`config.mk`:
```
export PLATFORM = sky130hd
export DESIGN_NAME = pipelined_control_unit
export DESIGN_NICKNAME = d
export VERILOG_FILES = /design/src/rtl/pipelined_control_unit.sv
export SDC_FILE = /design/constraint.sdc
export NUM_CORES = 1
export LEC_CHECK = 0
export ABC_AREA = 1
export ABC_CLOCK_PERIOD_IN_PS = 1700
export CORE_MARGIN = 3
export CORE_UTILIZATION = 49
export CTS_BUF_LIST = sky130_fd_sc_hd__clkbuf_16
export DETAILED_ROUTE_END_ITERATION = 10
export PLACE_DENSITY = 0.8
export SLEW_MARGIN = 20
export SYNTH_ARGS = -nofsm -noshare
export SYNTH_HDL_FRONTEND = slang
export SYNTH_SLANG_ARGS = --single-unit
```
`constraint.sdc`:
```
create_clock -name CLK -period 1.7 [get_ports CLK]
set_clock_uncertainty 0.2 [all_clocks]
set_input_delay 0.425 -clock CLK [delete_from_list [all_inputs] [get_ports CLK]]
set_output_delay 0.425 -clock CLK [all_outputs]
set_load 0.05 [all_outputs]
```
`src/rtl/pipelined_control_unit.sv`:
```
// Registered MIPS control decoder: decodes the ID instruction and carries its control
// fields through ID/EX, EX/MEM and MEM/WB, with bubble insertion and a mul/div sequencer.
module pipelined_control_unit #(
  parameter int MULDIV_LAT = 4,
  parameter int CNT_W      = 4
) (
  input  logic        CLK,
  input  logic        RESET,
  input  logic [31:0] INS,
  input  logic        INS_VALID,
  input  logic        Stall,
  input  logic        Flush,
  output logic        Hold_ID,
  output logic [3:0]  EX_ALUC,
  output logic [1:0]  EX_ASEL,
  output logic        EX_BSEL,
  output logic        EX_IMM_ctrl,
  output logic [3:0]  EX_BR,
  output logic        EX_PCmux,
  output logic        EX_MD_start,
  output logic [1:0]  MEM_DMC,
  output logic [2:0]  MEM_Lmode,
  output logic        WB_WBmux,
  output logic        WB_WE,
  output logic [1:0]  WB_RDSEL,
  output logic        MD_busy,
  output logic        ILL_INS
);

  localparam logic [3:0] ALU_ADD = 4'd1, ALU_SUB = 4'd2, ALU_AND = 4'd3, ALU_OR = 4'd4,
                         ALU_XOR = 4'd5, ALU_NOR = 4'd6, ALU_SLT = 4'd7, ALU_SLTU = 4'd8,
                         ALU_SLL = 4'd9, ALU_SRL = 4'd10, ALU_SRA = 4'd11, ALU_LUI = 4'd12,
                         ALU_MUL = 4'd13, ALU_DIV = 4'd14, ALU_MFHL = 4'd15;
  localparam logic [3:0] BR_LTZ = 4'd5, BR_GEZ = 4'd6, BR_J = 4'd7, BR_JR = 4'd8;
  localparam logic [1:0] A_SHAMT = 2'd1, A_PC = 2'd2;
  localparam logic [1:0] RD_RT = 2'd1, RD_RA = 2'd2;
  localparam logic [1:0] DM_READ = 2'd1, DM_WRITE = 2'd2;
  localparam logic [2:0] LM_B = 3'd1, LM_BU = 3'd2, LM_H = 3'd3, LM_HU = 3'd4, LM_W = 3'd5;

  typedef struct packed {
    logic       wbmux;
    logic       we;
    logic [1:0] rdsel;
  } wb_t;

  typedef struct packed {
    logic [1:0] dmc;
    logic [2:0] lmode;
    wb_t        wb;
  } mem_t;

  typedef struct packed {
    logic [3:0] aluc;
    logic [1:0] asel;
    logic       bsel;
    logic       imm;
    logic [3:0] br;
    logic       pcmux;
    logic       md;
    logic       ill;
    mem_t       mem;
  } ctrl_t;

  typedef enum logic {MD_IDLE, MD_BUSY} md_state_t;

  ctrl_t      dec, ex_d, ex_q;
  mem_t       mem_q;
  wb_t        wb_q;
  logic       is_hilo, int_hold, load;
  logic [5:0] op, fn;
  md_state_t  md_state;
  logic [CNT_W-1:0] md_cnt;

  assign op = INS[31:26];
  assign fn = INS[5:0];

  // MFHI/MFLO reuse BSEL to pick HI (1) or LO (0); mul/div use IMM_ctrl as the signed flag.
  always_comb begin
    dec     = '0;
    dec.ill = 1'b1;
    is_hilo = 1'b0;
    if (INS == 32'h0) begin
      dec.ill = 1'b0;
    end else begin
      case (op)
        6'h00: begin
          dec.ill       = 1'b0;
          dec.mem.wb.we = 1'b1;
          case (fn)
            6'h20, 6'h21: dec.aluc = ALU_ADD;
            6'h22, 6'h23: dec.aluc = ALU_SUB;
            6'h24: dec.aluc = ALU_AND;
            6'h25: dec.aluc = ALU_OR;
            6'h26: dec.aluc = ALU_XOR;
            6'h27: dec.aluc = ALU_NOR;
            6'h2A: dec.aluc = ALU_SLT;
            6'h2B: dec.aluc = ALU_SLTU;
            6'h00: begin dec.aluc = ALU_SLL; dec.asel = A_SHAMT; end
            6'h02: begin dec.aluc = ALU_SRL; dec.asel = A_SHAMT; end
            6'h03: begin dec.aluc = ALU_SRA; dec.asel = A_SHAMT; end
            6'h04: dec.aluc = ALU_SLL;
            6'h06: dec.aluc = ALU_SRL;
            6'h07: dec.aluc = ALU_SRA;
            6'h08: begin dec.mem.wb.we = 1'b0; dec.br = BR_JR; dec.pcmux = 1'b1; end
            6'h09: begin
              dec.aluc = ALU_ADD; dec.asel = A_PC; dec.br = BR_JR; dec.pcmux = 1'b1;
            end
            6'h18, 6'h19, 6'h1A, 6'h1B: begin
              dec.mem.wb.we = 1'b0;
              dec.aluc      = fn[1] ? ALU_DIV : ALU_MUL;
              dec.imm       = ~fn[0];
              dec.md        = 1'b1;
              is_hilo       = 1'b1;
            end
            6'h10, 6'h12: begin dec.aluc = ALU_MFHL; dec.bsel = ~fn[1]; is_hilo = 1'b1; end
            default: begin dec.ill = 1'b1; dec.mem.wb.we = 1'b0; end
          endcase
        end
        6'h01: if (INS[20:17] == 4'h0) begin
          dec.ill = 1'b0; dec.aluc = ALU_SUB; dec.imm = 1'b1; dec.pcmux = 1'b1;
          dec.br  = INS[16] ? BR_GEZ : BR_LTZ;
        end
        6'h02: begin dec.ill = 1'b0; dec.br = BR_J; dec.pcmux = 1'b1; end
        6'h03: begin
          dec.ill = 1'b0; dec.br = BR_J; dec.pcmux = 1'b1; dec.aluc = ALU_ADD;
          dec.asel = A_PC; dec.mem.wb.we = 1'b1; dec.mem.wb.rdsel = RD_RA;
        end
        6'h04, 6'h05, 6'h06, 6'h07: begin
          dec.ill = 1'b0; dec.aluc = ALU_SUB; dec.imm = 1'b1; dec.pcmux = 1'b1;
          dec.br  = {2'b00, op[1:0]} + 4'd1;
        end
        6'h08, 6'h09, 6'h0A, 6'h0B: begin
          dec.ill = 1'b0; dec.bsel = 1'b1; dec.imm = 1'b1;
          dec.mem.wb.we = 1'b1; dec.mem.wb.rdsel = RD_RT;
          dec.aluc = op[1] ? (op[0] ? ALU_SLTU : ALU_SLT) : ALU_ADD;
        end
        6'h0C, 6'h0D, 6'h0E, 6'h0F: begin
          dec.ill = 1'b0; dec.bsel = 1'b1;
          dec.mem.wb.we = 1'b1; dec.mem.wb.rdsel = RD_RT;
          case (op[1:0])
            2'd0:    dec.aluc = ALU_AND;
            2'd1:    dec.aluc = ALU_OR;
            2'd2:    dec.aluc = ALU_XOR;
            default: dec.aluc = ALU_LUI;
          endcase
        end
        6'h20, 6'h21, 6'h23, 6'h24, 6'h25: begin
          dec.ill = 1'b0; dec.aluc = ALU_ADD; dec.bsel = 1'b1; dec.imm = 1'b1;
          dec.mem.dmc = DM_READ; dec.mem.wb.wbmux = 1'b1;
          dec.mem.wb.we = 1'b1; dec.mem.wb.rdsel = RD_RT;
          case (op[2:0])
            3'd0:    dec.mem.lmode = LM_B;
            3'd4:    dec.mem.lmode = LM_BU;
            3'd1:    dec.mem.lmode = LM_H;
            3'd5:    dec.mem.lmode = LM_HU;
            default: dec.mem.lmode = LM_W;
          endcase
        end
        6'h28, 6'h29, 6'h2B: begin
          dec.ill = 1'b0; dec.aluc = ALU_ADD; dec.bsel = 1'b1; dec.imm = 1'b1;
          dec.mem.dmc = DM_WRITE;
          case (op[1:0])
            2'd0:    dec.mem.lmode = LM_B;
            2'd1:    dec.mem.lmode = LM_H;
            default: dec.mem.lmode = LM_W;
          endcase
        end
        default: ;
      endcase
    end
  end

  // A flushed instruction never needs to wait on HI/LO; fetch replaces it.
  assign int_hold = MD_busy & is_hilo & INS_VALID & ~Flush;
  assign Hold_ID  = Stall | int_hold;
  assign load     = INS_VALID & ~Stall & ~Flush & ~int_hold;
  assign ex_d     = load ? dec : '0;

  always_ff @(posedge CLK or posedge RESET) begin
    if (RESET) begin
      ex_q  <= '0;
      mem_q <= '0;
      wb_q  <= '0;
    end else begin
      ex_q  <= ex_d;
      mem_q <= ex_q.mem;
      wb_q  <= mem_q.wb;
    end
  end

  always_ff @(posedge CLK or posedge RESET) begin
    if (RESET) begin
      md_state <= MD_IDLE;
      md_cnt   <= '0;
    end else begin
      case (md_state)
        MD_IDLE: if (ex_d.md && MULDIV_LAT > 1) begin
          md_state <= MD_BUSY;
          md_cnt   <= CNT_W'(MULDIV_LAT - 1);
        end
        MD_BUSY: begin
          if (md_cnt == '0) md_state <= MD_IDLE;
          else              md_cnt   <= md_cnt - 1'b1;
        end
        default: md_state <= MD_IDLE;
      endcase
    end
  end

  assign MD_busy     = (md_state == MD_BUSY);
  assign EX_ALUC     = ex_q.aluc;
  assign EX_ASEL     = ex_q.asel;
  assign EX_BSEL     = ex_q.bsel;
  assign EX_IMM_ctrl = ex_q.imm;
  assign EX_BR       = ex_q.br;
  assign EX_PCmux    = ex_q.pcmux;
  assign EX_MD_start = ex_q.md;
  assign ILL_INS     = ex_q.ill;
  assign MEM_DMC     = mem_q.dmc;
  assign MEM_Lmode   = mem_q.lmode;
  assign WB_WBmux    = wb_q.wbmux;
  assign WB_WE       = wb_q.we;
  assign WB_RDSEL    = wb_q.rdsel;

endmodule

```
==> impl_metrics.json <==
{
  "outcome": "finished with violations",
  "violations": "setup timing",
  "critPathMaxStageDelay_ns": 0.24,
  "max-vdd-ir-drop_mv": 0.576,
  "clock_path_buffers": 2,
  "gp_congestion": 0.888,
  "rr_endpoint": "EX_ALUC[0]",
  "r2r-start": "MD_busy",
  "core_area_um2": 4790,
  "yosysTopAreaCell": "dfrtp_1",
  "endpoint_kind": "flop",
  "hold_depth": 0,
  "cts_root_buffer": "clkbuf_16",
  "hp-class": "flop to flop",
  "max_freq_mhz": 515,
  "clkLatencyLatePin_ns": 0.30,
  "p_leak_uw": 0.00230,
  "top_layer_used": "met4",
  "rows": 25,
  "worstHoldStart": "ex_q[0]",
  "synth_ff_type": "dfrtp_1",
  "grt_max_degree": 41,
  "clkPwrFrac": 0.387,
  "syn-mean-instance-area_um2": 7.75,
  "comb_power_share": 0.275,
  "postPlaceCellArea_um2": 3840,
  "hpwl_mm": 5.43,
  "dpl.cell_count": 493,
  "numCtsBuffers": 5,
  "fin_tns_setup_ns": -2.73,
  "instances_no_fill": 530,
  "nNetsFinal": 504,
  "drive_gt1_frac": 0.500,
  "antenna_found_initial": 1,
  "cp_slowest_cell": "nand2_1",
  "path_max_fanout": 6,
  "ant_nets": 0,
  "io-pin-count": 63,
  "htreeDepth": 2,
  "drc": 0,
  "num_vias": 3426,
  "async_flop_share": 1.00,
  "synthDistinctLibCells": 35,
  "syn-instance-count": 319,
  "initial_utilization": 0.517,
  "grt_overflow": 0,
  "wire_per_inst_um": 25.2,
  "hold_viol_final": 0,
  "reg2reg_slack_ns": -0.04,
  "synth_adder_area_share": 0.0303,
  "synth_common_cells": "nor2_1, nand2_1, nand3_1",
  "die_y_um": 77.1,
  "switching_share": 0.332,
  "synth_seq_area_share": 0.405,
  "intPower_uw": 2060,
  "drtIter0Drc": 492,
  "ys_ff_latch": 40,
  "synth_edf_count": 0,
  "fin_util": 0.956,
  "ff2ff_path_depth": 7,
  "synth-xor-area-share": 0.00708,
  "synthSimpleGateAreaFrac": 0.375,
  "cp_cell_sequence": "buf_2, buf_4, inv_1, nor2_4, nand3_1, nand2_1, nor2_1, nand3_1, nand2_1, a21oi_2",
  "fin_area_um2": 4570,
  "cts_sinks": 40,
  "die_x_um": 77.1,
  "post-route-period-util": 1.14,
  "syn2layout_area_growth_pct": 84.9,
  "port_buffers": 62,
  "grt_pass1_vias": 2908,
  "die_area_um2": 5940,
  "p_sw_uw": 1030,
  "syn_area_um2": 2470,
  "grt_use_total": 0.307,
  "clkTransAtPathRegs_ns": 0.07,
  "cp.buffers_inverters": 3,
  "postCtsHoldBufs": 0,
  "worst_pin_slew_ns": 0.419,
  "n_fill_cell": 108,
  "relSlewSlack": 0.718,
  "finalSetupViolCount": 24,
  "cp-start-kind": "input pin",
  "path_class": "input pin to flop",
  "synthMuxAreaShare": 0,
  "rsz0062_at_grt": "true",
  "synth_top_family_by_area": "simple AND/OR/NAND/NOR gates",
  "max-cap-violations": 0,
  "post-route-min-period_ns": 1.94,
  "arrival_ns": 1.96,
  "dr_wl_met3_mm": 1.72,
  "synth.top_cell.area_share": 0.405,
  "synth_compound_area_frac": 0.0632,
  "grt_pass1_wl_mm": 14.2,
  "setup_slack_ns": -0.241,
  "seq_power_share": 0.338,
  "worst_hold_path.endpoint": "mem_q[0]",
  "routed_wl_mm": 13.3,
  "drtPass1Iterations": 6,
  "p_per_area_nw_per_um2": 676,
  "wl_met2_mm": 6.08,
  "wl_met1_mm": 4.06,
  "finalMaxSlewViolations": 0,
  "cts_tree": "built",
  "critical_path_required_ns": 1.72,
  "vias_per_cell": 6.46,
  "synth_fp_nets": 362,
  "synthTopCellsByArea": "dfrtp_1, nand3_1, nor2_1, nand2_1, inv_1",
  "cpLargestDelayFamily": "simple AND/OR/NAND/NOR gates",
  "synthMostInstantiatedCell": "nor2_1",
  "yosys_warnings": 0
}
power by group through the flow:
stage	clock (uW)	combinational, uW	sequential, uW
after floorplan	0	319	1050
after global placement	0	589	1050
after detailed placement	0	617	1050
after CTS	1110	675	1040
after global routing	1240	885	1050
final	1200	851	1040
how the worst max path moves through the flow:
stage | start | to | cells after the start
6_report | INS[5] | EX_ALUC[0] | 10
5_1_grt | INS[1] | EX_ALUC[0] | 9
4_1_cts | INS[26] | Hold_ID | 8
3_5_place_dp | INS[26] | EX_IMM_ctrl | 9
3_3_place_gp | INS[27] | ILL_INS | 10
2_1_floorplan | INS[31] | Hold_ID | 5
metal layers:
metal,track usage,vias to the layer above
met4,0.139,0
met3,0.0681,153
li1,-,1305
met1,0.359,1550
met5,0,-
met2,0.536,418
stage by stage:
step                      power, uW  setup slack (ns)  hold WS (ns)
after CTS                      2830            -0.148         0.150
after floorplan                1370           -0.0383         0.131
final                          3090            -0.241         0.160
after global routing           3170            -0.254         0.173
after global placement         1640            -0.681         0.133
after detailed placement       1670            -0.827         0.135
placed cells by master, fill, tap and decap left out, types with 3 or more instances in the layout:
cell | netlist | layout
dlymetal6s2s_1 | 0 | 6
nor2_4 | 6 | 15
nand2_4 | 3 | 7
buf_12 | 0 | 27
buf_6 | 2 | 9
nand3_2 | 1 | 5
inv_4 | 0 | 3
clkbuf_16 | 0 | 5
a21oi_2 | 1 | 6
nand2_2 | 4 | 6
dlygate4sd2_1 | 0 | 5
nand3_4 | 2 | 10
o21ai_1 | 4 | 3
nor2_1 | 54 | 35
inv_2 | 4 | 9
a21oi_1 | 11 | 4
nand3_1 | 47 | 35
inv_1 | 35 | 26
o21ai_2 | 0 | 4
nor2_2 | 4 | 14
o21ai_0 | 7 | 4
dfrtp_1 | 40 | 39
clkdlybuf4s50_1 | 0 | 13
buf_4 | 15 | 81
buf_2 | 0 | 9
nand2_1 | 53 | 46
nor3_1 | 3 | 3
logic make-up after synthesis:
kind of cell	after synthesis
and+or+nand+nor	186
buffers and inverters	57
DFF	40
AOI/OAI and AO/OA	28
adders and majority gates	6
xor gates and xnor gates	2
flip-flops by register name, indices dropped and copies added, names as in the netlist:
register     cells
md_cnt           4
EX_MD_start      1
EX_BSEL          1
MEM_DMC          1
MEM_Lmode        3
EX_ASEL          2
EX_PCmux         1
MD_busy          1
ILL_INS          1
EX_ALUC          4
ex_q             8
WB_RDSEL         2
mem_q            4
EX_IMM_ctrl      1
WB_WBmux         1
WB_WE            1
EX_BR            4
worst reg2reg max path, cell delays in order (launching register included):
cell and delay (ns):
dfrtp_2 0.41, nor3b_4 0.16, nand3_4 0.08, buf_4 0.14, nand2_4 0.10, nor2_4 0.24
nand2_2 0.14, a21oi_2 0.18
final cells by class:
| type | instances | area, um^2 | area share |
|---|---|---|---|
| Multi-Input combinational cell | 222 | 1570 | 0.343 |
| Timing Repair Buffer | 153 | 1590 | 0.347 |
| Sequential cell | 40 | 1000 | 0.219 |
| Antenna cell | 1 | 2.50 | 0.000547 |
| Inverter | 39 | 159 | 0.0347 |
| Tap cell | 67 | 83.8 | 0.0183 |
| Clock inverter | 3 | 46.3 | 0.0101 |
| Clock buffer | 5 | 125 | 0.0274 |
timing repair:
item,CTS,global route
gates resized for setup,83,74
endpoints found under the hold margin,0,0
pin swaps,26,49
endpoints found under the setup margin,29,25
setup buffers,15,13
Note: power is estimated with default switching activity, not from simulation.
